`src/rtl/mem_load_ctrl_if.sv`:
```
// Load-request and data-bus signal bundle for mem_load_ctrl.
// The master modport is the load sequencer; the slave modport is the MEM stage and data bus.
interface mem_load_ctrl_if;
   logic        mem_load_valid;
   logic        mem_load_byte;
   logic        mem_load_unsigned;
   logic [31:0] mem_addr;
   logic        bus_req;
   logic [31:0] bus_addr;
   logic [3:0]  bus_be;
   logic        bus_ack;
   logic [31:0] bus_rdata;
   logic        mem_stop_end;
   logic [31:0] mem_load_data;
   logic        mem_load_busy;
   logic        mem_load_err;

   modport master (
      input  mem_load_valid, mem_load_byte, mem_load_unsigned, mem_addr,
      input  bus_ack, bus_rdata,
      output bus_req, bus_addr, bus_be,
      output mem_stop_end, mem_load_data, mem_load_busy, mem_load_err
   );

   modport slave (
      output mem_load_valid, mem_load_byte, mem_load_unsigned, mem_addr,
      output bus_ack, bus_rdata,
      input  bus_req, bus_addr, bus_be,
      input  mem_stop_end, mem_load_data, mem_load_busy, mem_load_err
   );
endinterface

```
`src/rtl/mem_load_ctrl.sv`:
```
// MEM-stage load sequencer: req/ack bus read, byte/word extend, one-cycle mem_stop_end (valid->pulse 2 cycles + ack waits).
// Holds bus_req until bus_ack; optional REQ timeout abort under MEM_LOAD_TIMEOUT_EN.
module mem_load_ctrl #(
   parameter int unsigned TIMEOUT = 255
) (
   input logic          clk,
   input logic          rst,
   mem_load_ctrl_if.master ld
);

   if (TIMEOUT < 1 || TIMEOUT > 255) begin : g_bad_timeout
      $error("mem_load_ctrl: TIMEOUT must be 1..255");
   end

   typedef enum logic [1:0] {S_IDLE, S_REQ, S_DONE} state_t;

   state_t      state_q, state_d;
   logic [31:0] addr_q, addr_d;
   logic        byte_q, byte_d;
   logic        uns_q, uns_d;
   logic [31:0] data_q, data_d;
   logic [31:0] lane;
   logic [7:0]  sel_byte;
   logic [31:0] result;

`ifdef MEM_LOAD_TIMEOUT_EN
   localparam logic [7:0] TO_CNT = 8'(TIMEOUT);
   logic [7:0]  cnt_q, cnt_d;
   logic        err_q, err_d;
   logic        timeout_hit;

   assign timeout_hit = ((cnt_q + 8'd1) == TO_CNT);
`endif

   // Byte lane is picked from the captured address, not the live MEM-stage one.
   assign lane     = ld.bus_rdata >> {addr_q[1:0], 3'b000};
   assign sel_byte = lane[7:0];
   assign result   = !byte_q ? ld.bus_rdata
                   : uns_q   ? {24'h000000, sel_byte}
                   :           {{24{sel_byte[7]}}, sel_byte};

   always_comb begin
      state_d = state_q;
      addr_d  = addr_q;
      byte_d  = byte_q;
      uns_d   = uns_q;
      data_d  = data_q;
`ifdef MEM_LOAD_TIMEOUT_EN
      cnt_d   = cnt_q;
      err_d   = err_q;
`endif
      case (state_q)
         S_IDLE: begin
            if (ld.mem_load_valid) begin
               addr_d  = ld.mem_addr;
               byte_d  = ld.mem_load_byte;
               uns_d   = ld.mem_load_unsigned;
               state_d = S_REQ;
`ifdef MEM_LOAD_TIMEOUT_EN
               cnt_d   = 8'd0;
               err_d   = 1'b0;
`endif
            end
         end
         S_REQ: begin
            if (ld.bus_ack) begin
               data_d  = result;
               state_d = S_DONE;
            end
`ifdef MEM_LOAD_TIMEOUT_EN
            else if (timeout_hit) begin
               data_d  = 32'h0;
               err_d   = 1'b1;
               state_d = S_DONE;
            end else begin
               cnt_d   = cnt_q + 8'd1;
            end
`endif
         end
         S_DONE: state_d = S_IDLE;
         default: state_d = S_IDLE;
      endcase
   end

   always_ff @(posedge clk or negedge rst) begin
      if (!rst) begin
         state_q <= S_IDLE;
         addr_q  <= 32'h0;
         byte_q  <= 1'b0;
         uns_q   <= 1'b0;
         data_q  <= 32'h0;
      end else begin
         state_q <= state_d;
         addr_q  <= addr_d;
         byte_q  <= byte_d;
         uns_q   <= uns_d;
         data_q  <= data_d;
      end
   end

`ifdef MEM_LOAD_TIMEOUT_EN
   always_ff @(posedge clk or negedge rst) begin
      if (!rst) begin
         cnt_q <= 8'd0;
         err_q <= 1'b0;
      end else begin
         cnt_q <= cnt_d;
         err_q <= err_d;
      end
   end

   assign ld.mem_load_err = err_q;
`else
   assign ld.mem_load_err = 1'b0;
`endif

   assign ld.bus_req       = (state_q == S_REQ);
   assign ld.bus_addr      = {addr_q[31:2], 2'b00};
   assign ld.bus_be        = (state_q != S_REQ) ? 4'h0
                           : byte_q ? (4'b0001 << addr_q[1:0]) : 4'hF;
   assign ld.mem_stop_end  = (state_q == S_DONE);
   assign ld.mem_load_busy = (state_q != S_IDLE);
   assign ld.mem_load_data = data_q;

endmodule

```
`src/flat_wrapper.sv`:
```
// flat-port wrapper written by rule: the top's interface ports become plain ports
module mem_load_ctrl_flat 
#(
   parameter int unsigned TIMEOUT = 255
)
  (clk, rst, ld_mem_load_valid, ld_mem_load_byte, ld_mem_load_unsigned, ld_mem_addr, ld_bus_ack, ld_bus_rdata, ld_bus_req, ld_bus_addr, ld_bus_be, ld_mem_stop_end, ld_mem_load_data, ld_mem_load_busy, ld_mem_load_err);
  mem_load_ctrl_if ld_i ();
  input logic clk;
  input logic rst;
  input wire logic [$bits(ld_i.mem_load_valid)-1:0] ld_mem_load_valid;
  input wire logic [$bits(ld_i.mem_load_byte)-1:0] ld_mem_load_byte;
  input wire logic [$bits(ld_i.mem_load_unsigned)-1:0] ld_mem_load_unsigned;
  input wire logic [$bits(ld_i.mem_addr)-1:0] ld_mem_addr;
  input wire logic [$bits(ld_i.bus_ack)-1:0] ld_bus_ack;
  input wire logic [$bits(ld_i.bus_rdata)-1:0] ld_bus_rdata;
  output wire logic [$bits(ld_i.bus_req)-1:0] ld_bus_req;
  output wire logic [$bits(ld_i.bus_addr)-1:0] ld_bus_addr;
  output wire logic [$bits(ld_i.bus_be)-1:0] ld_bus_be;
  output wire logic [$bits(ld_i.mem_stop_end)-1:0] ld_mem_stop_end;
  output wire logic [$bits(ld_i.mem_load_data)-1:0] ld_mem_load_data;
  output wire logic [$bits(ld_i.mem_load_busy)-1:0] ld_mem_load_busy;
  output wire logic [$bits(ld_i.mem_load_err)-1:0] ld_mem_load_err;
  assign ld_i.mem_load_valid = ld_mem_load_valid;
  assign ld_i.mem_load_byte = ld_mem_load_byte;
  assign ld_i.mem_load_unsigned = ld_mem_load_unsigned;
  assign ld_i.mem_addr = ld_mem_addr;
  assign ld_i.bus_ack = ld_bus_ack;
  assign ld_i.bus_rdata = ld_bus_rdata;
  assign ld_bus_req = ld_i.bus_req;
  assign ld_bus_addr = ld_i.bus_addr;
  assign ld_bus_be = ld_i.bus_be;
  assign ld_mem_stop_end = ld_i.mem_stop_end;
  assign ld_mem_load_data = ld_i.mem_load_data;
  assign ld_mem_load_busy = ld_i.mem_load_busy;
  assign ld_mem_load_err = ld_i.mem_load_err;
  mem_load_ctrl #(.TIMEOUT(TIMEOUT)) u_core (.clk(clk), .rst(rst), .ld(ld_i));
endmodule
```
`config.mk`:
```
export PLATFORM = sky130hd
export DESIGN_NAME = mem_load_ctrl_flat
export DESIGN_NICKNAME = d
export VERILOG_FILES = /design/src/rtl/mem_load_ctrl_if.sv /design/src/rtl/mem_load_ctrl.sv /design/src/flat_wrapper.sv
export SDC_FILE = /design/constraint.sdc
export NUM_CORES = 1
export LEC_CHECK = 0
export CORE_ASPECT_RATIO = 1.4
export CORE_MARGIN = 1.5
export CORE_UTILIZATION = 42
export DETAILED_ROUTE_END_ITERATION = 8
export HOLD_SLACK_MARGIN = 0.08
export PLACE_DENSITY = 0.9
export SLEW_MARGIN = 0
export SYNTH_ARGS = -nofsm -noshare
export SYNTH_HDL_FRONTEND = slang
export SYNTH_SLANG_ARGS = --single-unit
```
`constraint.sdc`:
```
create_clock -name clk -period 1.9 [get_ports clk]
set_input_delay 0.19 -clock clk [delete_from_list [all_inputs] [get_ports clk]]
set_output_delay 0.19 -clock clk [all_outputs]
set_load 0.01 [all_outputs]
```
==> results list, run 1 <==
* Leakage power figure: 2.006 nW
- The slowest stage of the critical path is the sky130_fd_sc_hd__clkdlybuf4s50_1 cell.
* Cell accounting for the most synthesized area: sky130_fd_sc_hd__dfrtp_1
- In the final timing run, aggregate negative setup slack is 0 ns.
- Across all layers, the routed design uses 2541 vias.
- After detailed routing, the average wire length per cell comes to 16.61 µm.
* Outcome: finished, final reports clean
- In this run the mean area of a mapped cell was 11.10 µm².
- Number of placement rows: 37
* Critical register-to-register path startpoint: u_core.byte_q$_DFFE_PN0P_
* Total non-filler cell area in the finished layout: 4679 µm²
- The largest single stage delay on the critical path is 0.53 ns.
* Area of the core: 7407 µm²
- Setup Viol. Count Final: 0
* Total power per unit cell area: 1543 nW/µm²
- Fin crit share: 92.23%
- The number of global-route vias before repair came to 2641.
- By area, the combinational part of the netlist is dominated by multiplexers.
- Fraction of layout instances using a drive strength above 1: 16.34%
* XOR/XNOR share of the synthesized area: 0%
- In this run the cell area measured after placement is 4461 µm².
* Clock root buffer: sky130_fd_sc_hd__clkbuf_8
- After filler insertion, the fill cell instance count of the layout stands at 624.
- Area added between synthesis and finish: 44.35%
* Bufs on Longest Clock Path: 2
- TritonCTS clock tree: done
* Number of vias per cell: 5.072
- Entering global routing, the biggest net connects 66 pins.
* Crit path arrival time: 1.56 ns
* Count of unresolved DRC violations after routing: 0
* Initial antenna violation count: 0
- Leaving out filler cells and counting taps, the final layout contains 501.
- The H-tree generated during clock tree synthesis spans 3 levels.
- The worst hold path begins at ld_bus_rdata[1].
- The number of different library cells used by synthesis comes to 25.
- Across every metal layer, demand over resource in global routing totals 20.32%.
* Die footprint: 8262 µm²
- Total instance count after detailed placement: 484
- Startpoint type of the worst setup path: register
* Worst-path maximum fanout: 6
- For this run, the post-layout net count is 469.
- Crit end category: output pin
* Unrepaired setup endpoints after global routing: false
- Once layout is complete, the utilization of the core stands at 63.18%.
- Post-Synth Adder-Cell Area: 0%
- Violation count after the first detailed-routing iteration: 157
- STA puts the critical path data required time at 1.71 ns.
* I/O pin cnt: 142
- The number of antenna diodes in the final layout is 0.
* Portion of the post-synthesis area used by sequential elements: 52.49%
- Summing the areas of all compound-gate instances in the mapped netlist gives 10.03% of the synthesized area.
* Wire length of the first global-routing pass: 13010 µm
- Die Width: 77.25 µm
- Chip height: 107.0 µm
* Share of the synthesized area in the top cell type: 52.49%
* Count of mapped cells out of synthesis: 292
- Simple-gate portion of the synthesized area: 10.15%
* Slew headroom: 49.60%
- Maximum clock skew at final layout: 0.01116 ns
* Number of nets with antenna violations after routing: 0
- Max-cap violations in this run came to 0.
- WS Path Type: reg -> out
- The later pin in the worst-skew pair is clocked with a latency of 0.33 ns.
* Pin slew with the least headroom to its limit: 0.7559 ns
- Hold is met by 0.4252 ns.
- Multiplexer share of the synthesized area: 14.97%
* Count of buffers inserted at the top-level ports: 138
- Max rail drop VDD: 0.001102 V
- Ordered list of cells on the worst path: nand2b_2, inv_1, clkdlybuf4s50_1
- Post-Route WL: 8322 µm
* Placer's final routability congestion estimate: 0.8675
- Clock sinks: 68
- For this configuration, the core starts out at a cell density of 43.77%.
* TritonCTS buffer count: 9
* Combined area of all synthesized cells: 3242 µm²
- Critical path launch point: u_core.state_q[1]$_DFFE_PN0P_
- Final Max Slew Viols: 0
- In this run the worst hold path is classified as in -> reg.
- Minimum clock period: 1.752 ns
- Max Clk Rate: 570.6 MHz
- Overflow after GRT: 0
- After clock tree synthesis, the clock-pin slew on the worst setup and hold paths is 0.07 ns.
- The number of endpoints with negative hold slack in the final report came to 0.
- Detailed placement finished with a half-perimeter wire length of 6279 µm.
- Count of warnings emitted by yosys: 0
* FF+latch count, synth: 68
- The first detailed-routing pass ran for 5 iterations.
* Cell types with the largest area share after synthesis: sky130_fd_sc_hd__dfrtp_1, sky130_fd_sc_hd__mux2_2, sky130_fd_sc_hd__buf_4, sky130_fd_sc_hd__a31oi_1, sky130_fd_sc_hd__nand2_1
routing by layer:
layer | vias to the layer above | GRT usage (%) | part of all wire [%]
met2 | 111 | 35.40 | 52
met5 | - | 0 | 0
met3 | 25 | 4.681 | 5.9
met1 | 1215 | 23.04 | 38
li1 | 1190 | - | -
met4 | 0 | 10.52 | 4.2
timing repair:
action / in CTS / in global routing
resized for setup: 1 / 7
hold endpoints to repair: 31 / 0
setup buffers: 0 / 0
setup endpoints to repair: 1 / 4
hold buffers: 1 / 0
cells by family after synthesis:
family	after synthesis
compound gates	51
buf+inv	56
flops	68
mux	43
other cells	1
simple gates	73
cell usage after synthesis (all sizes together):
| master | count |
|---|---|
| dfrtp | 68 |
| buf | 47 |
| mux2 | 34 |
| nor2 | 33 |
| nand2 | 32 |
| a31oi | 31 |
| a21oi | 11 |
| mux2i | 8 |
| a211o | 7 |
| clkbuf | 6 |
| inv | 3 |
| nand2b | 3 |
| nor2b | 2 |
| and3b | 1 |
| conb | 1 |
| mux4 | 1 |
| nand3b | 1 |
| o21ai | 1 |
| o22ai | 1 |
| or2 | 1 |
state kept, by name, summed over array words and instances, names as in the netlist:
| register | cells |
|---|---|
| u_core.addr_q | 32 |
| u_core.ld.mem_load_data | 32 |
| u_core.state_q | 2 |
| u_core.byte_q | 1 |
| u_core.uns_q | 1 |
metrics by stage:
step	total power, mW	worst slack (ns)
2_1_floorplan	4.615	0.5052
3_3_place_gp	5.960	0.2316
3_5_place_dp	6.098	0.1948
4_1_cts	7.285	0.00006262
5_1_grt	7.634	0.05665
6_report	7.221	0.1476
final cells by class:
class / instances / area [µm²] / area share (%)
sequential: 68 / 1705 / 36.44
clock inverter: 6 / 65.06 / 1.390
multi-input combinational: 170 / 1155 / 24.68
tap: 97 / 121.4 / 2.594
inverter: 3 / 11.26 / 0.2406
clock buffer: 10 / 127.6 / 2.727
timing repair buffer: 147 / 1494 / 31.93
power breakdown:
group | total, mW | leakage [nW] | internal (mW) | switching (mW)
clock | 1.16 | 0.0962 | 0.607 | 0.556
sequential | 2.55 | 0.778 | 2.12 | 0.430
combinational | 3.51 | 1.13 | 2.01 | 1.50
total | 7.22 | 2.01 | 4.73 | 2.49
worst max-delay path: cells and delay by family (launching register included):
family / cells / cell delay (ns)
buffers and inverters: 2 / 0.60
DFF: 1 / 0.41
and+or+nand+nor: 1 / 0.23
cell usage in the layout (no fill, tap or decap), drive strengths merged, types with 3 or more instances in the layout:
master,Yosys,layout
a211o,7,7
a21oi,11,11
a31oi,31,31
buf,47,9
clkbuf,6,10
clkdlybuf4s50,0,133
clkinv,0,4
conb,1,3
dfrtp,68,68
dlymetal6s2s,0,4
inv,3,3
mux2,34,34
mux2i,8,8
nand2,32,32
nand2b,3,3
nor2,33,33
final timing paths:
kind | endpoint | slack [ns] | depth (start not counted)
hold reg to reg | u_core.addr_q[6]$_DFFE_PN0P_ | 0.50 | 1
setup / recovery | ld_bus_req | 0.15 | 3
max in group asynchronous | u_core.byte_q$_DFFE_PN0P_ | 0.74 | 3
min in group asynchronous | u_core.addr_q[19]$_DFFE_PN0P_ | 0.46 | 2
setup reg to reg | u_core.ld.mem_load_data[20]$_DFFE_PN0P_ | 0.29 | 4
hold / removal | u_core.ld.mem_load_data[1]$_DFFE_PN0P_ | 0.43 | 3
No activity file was read; power rests on OpenSTA's default activity.
==> inputs of run 2 (changes only) <==
Settings changed: CORE_MARGIN 1.5 to default.
==> results list, run 2 (synthesis results as in run 1) <==
* Outcome: finished, final reports clean
- Worst hold slack: 0.3943 ns
- H-tree depth reported by CTS: 3
* I/O pin cnt: 142
- Number of placement rows: 37
* # diodes: 0
- Buffers inserted during clock tree synthesis total 9.
- Critical path launch point: u_core.state_q[1]$_DFFE_PN0P_
- In this run the power density over the cells is 1521 nW/µm².
- Dividing the final minimum period by the clock period gives 96.30%.
* Slew headroom: 52.45%
- Combinational cells account for 49.4% of the total power.
- Total instance count after detailed placement: 484
* Number of nets with antenna violations after routing: 0
* Clock root buffer: sky130_fd_sc_hd__clkbuf_8
* Hold crit path type: in -> async
* Number of vias per cell: 4.964
- In this run the cell area measured after placement is 4461 µm².
* Worst-path maximum fanout: 6
* Final Max Slew Viols: 0
- Once routing completed, OpenROAD measured the worst setup slack at 0.07022 ns.
* Clock sinks: 68
- The initial utilization of the core area, before any placement, comes to 43.77%.
* Final total negative setup slack: 0 ns
* Final net count: 469
- Sequential power share: 36.1%
- Maximum Capacitance Violations: 0
- Cell internal power dissipation: 4.639 mW
* Initial DRT Pass Iterations: 4
- Net switching is 34.42% of the power.
- Part of the power in the clock network: 14.6%
- The die is 76.25 µm wide.
* Commonest non-fill, non-tap cell in the layout: sky130_fd_sc_hd__clkdlybuf4s50_1
- Die footprint: 8079 µm²
* Number of post-CTS setup repair buffers: 0
- Crit path arrival time: 1.64 ns
* Top library cells by usage in the layout, fill and taps aside: sky130_fd_sc_hd__clkdlybuf4s50_1, sky130_fd_sc_hd__dfrtp_1, sky130_fd_sc_hd__nand2_1, sky130_fd_sc_hd__nor2_1, sky130_fd_sc_hd__mux2_2
- The worst-case IR drop observed on VDD is 0.0008220 V.
* Critical register-to-register path startpoint: u_core.state_q[0]$_DFFE_PN0P_
- Initial antenna violation count: 0
- Bufs on Longest Clock Path: 2
- The number of global-route vias before repair came to 2537.
* Number of non-filler instances in the completed layout: 501
* Startpoint type of the worst setup path: register
- By startpoint and endpoint, the worst setup path is classified as reg -> out.
- Net switching component of the power: 2.435 mW
* Count of buffers inserted at the top-level ports: 138
- Global routing used 21.03% of the available tracks across all layers.
- Before CTS, the worst setup slack after placement is 0.1941 ns.
- Fraction of layout instances using a drive strength above 1: 16.34%
- Wire length of the first global-routing pass: 12960 µm
- The routed layout has 2487 vias.
* Hold Violations, Final: 0
- Leakage power figure: 1.968 nW
- After filler insertion, the fill cell instance count of the layout stands at 623.
- STA puts the critical path data required time at 1.71 ns.
- TritonCTS built the clock tree.
* Pin slew with the least headroom to its limit: 0.7124 ns
* Worst Reg2Reg Path Length in Cells: 4
- The total area inside the core boundary comes to 7407 µm².
* Clock slew seen by the registers of the worst setup and hold paths: 0.07 ns
- Total non-filler cell area in the finished layout: 4651 µm²
- The area growth from synthesis to layout is 43.46%.
* Max Clk Rate: 546.5 MHz
* Violation count after the first detailed-routing iteration: 188
- At the end of routability-driven placement, the weighted congestion stood at 0.8563.
- Setup violations remaining at the end of the flow were counted as 0.
- Overflow after GRT: 0
* Count of unresolved DRC violations after routing: 0
- The HPWL after detailed placement is 5931 µm.
- After detailed routing, the average wire length per cell comes to 15.90 µm.
- Crit end category: output pin
* Chip height: 106.0 µm
- Entering global routing, the biggest net connects 69 pins.
* Minimum clock period: 1.830 ns
- For the worst-skew pair, the clock arrives at the later sink with an insertion delay of 0.34 ns.
* Maximum clock skew at final layout: 0.008846 ns
- Post-Route WL: 7968 µm
==> run 2: worst paths after layout <==
kind                                                      endpoint  slack [ns]
min in group clk            u_core.ld.mem_load_data[3]$_DFFE_PN0P_        0.42
max reg2reg                          u_core.addr_q[16]$_DFFE_PN0P_        0.29
max                                                   ld_bus_be[3]        0.07
min                        u_core.ld.mem_load_data[18]$_DFFE_PN0P_        0.39
max in group asynchronous                u_core.byte_q$_DFFE_PN0P_        1.19
min reg2reg                           u_core.addr_q[6]$_DFFE_PN0P_        0.49
==> run 2: power groups by stage <==
stage	Combinational [mW]	Clock [mW]	Sequential, mW
3_3_place_gp	3.42	0	2.54
6_report	3.49	1.03	2.55
4_1_cts	3.52	1.06	2.56
2_1_floorplan	2.02	0	2.59
3_5_place_dp	3.51	0	2.57
5_1_grt	3.74	1.12	2.65
==> run 2: layout make-up <==
| type | count | area [µm²] | share of cell area [%] |
|---|---|---|---|
| clock inverters | 5 | 27.53 | 0.5919 |
| multi-input cells | 170 | 1155 | 24.83 |
| inverters | 3 | 11.26 | 0.2421 |
| repair buffers | 147 | 1489 | 32.02 |
| clock buffers | 11 | 141.4 | 3.040 |
| well taps | 97 | 121.4 | 2.610 |
| flip-flops and latches | 68 | 1705 | 36.67 |
==> run 2: critical path, stage by stage (launching register included) <==
cell	delay, ns
sky130_fd_sc_hd__dfrtp_1	0.40
sky130_fd_sc_hd__nand2b_2	0.23
sky130_fd_sc_hd__a21oi_1	0.14
sky130_fd_sc_hd__clkdlybuf4s50_1	0.55
==> run 2: routing by layer <==
layer	up-vias	GRT usage, %	share of wire (%)
met1	1187	24.90	40
li1	1186	-	-
met5	-	0	0
met2	88	34.94	52
met4	0	13.87	4.1
met3	26	3.777	3.8
==> run 2: timing repair <==
action                     CTS  global route
hold endpoints to repair    68             0
setup endpoints to repair    1             4
hold buffers                 1             0
gates resized for setup      2             4
==> run 2: metrics by stage <==
stage / total power, mW / utilization (%)
2_1_floorplan: 4.615 / -
4_1_cts: 7.141 / 62.67
6_report: 7.075 / 62.79
3_5_place_dp: 6.084 / 60.22
3_3_place_gp: 5.959 / 60.22
5_1_grt: 7.506 / 62.79
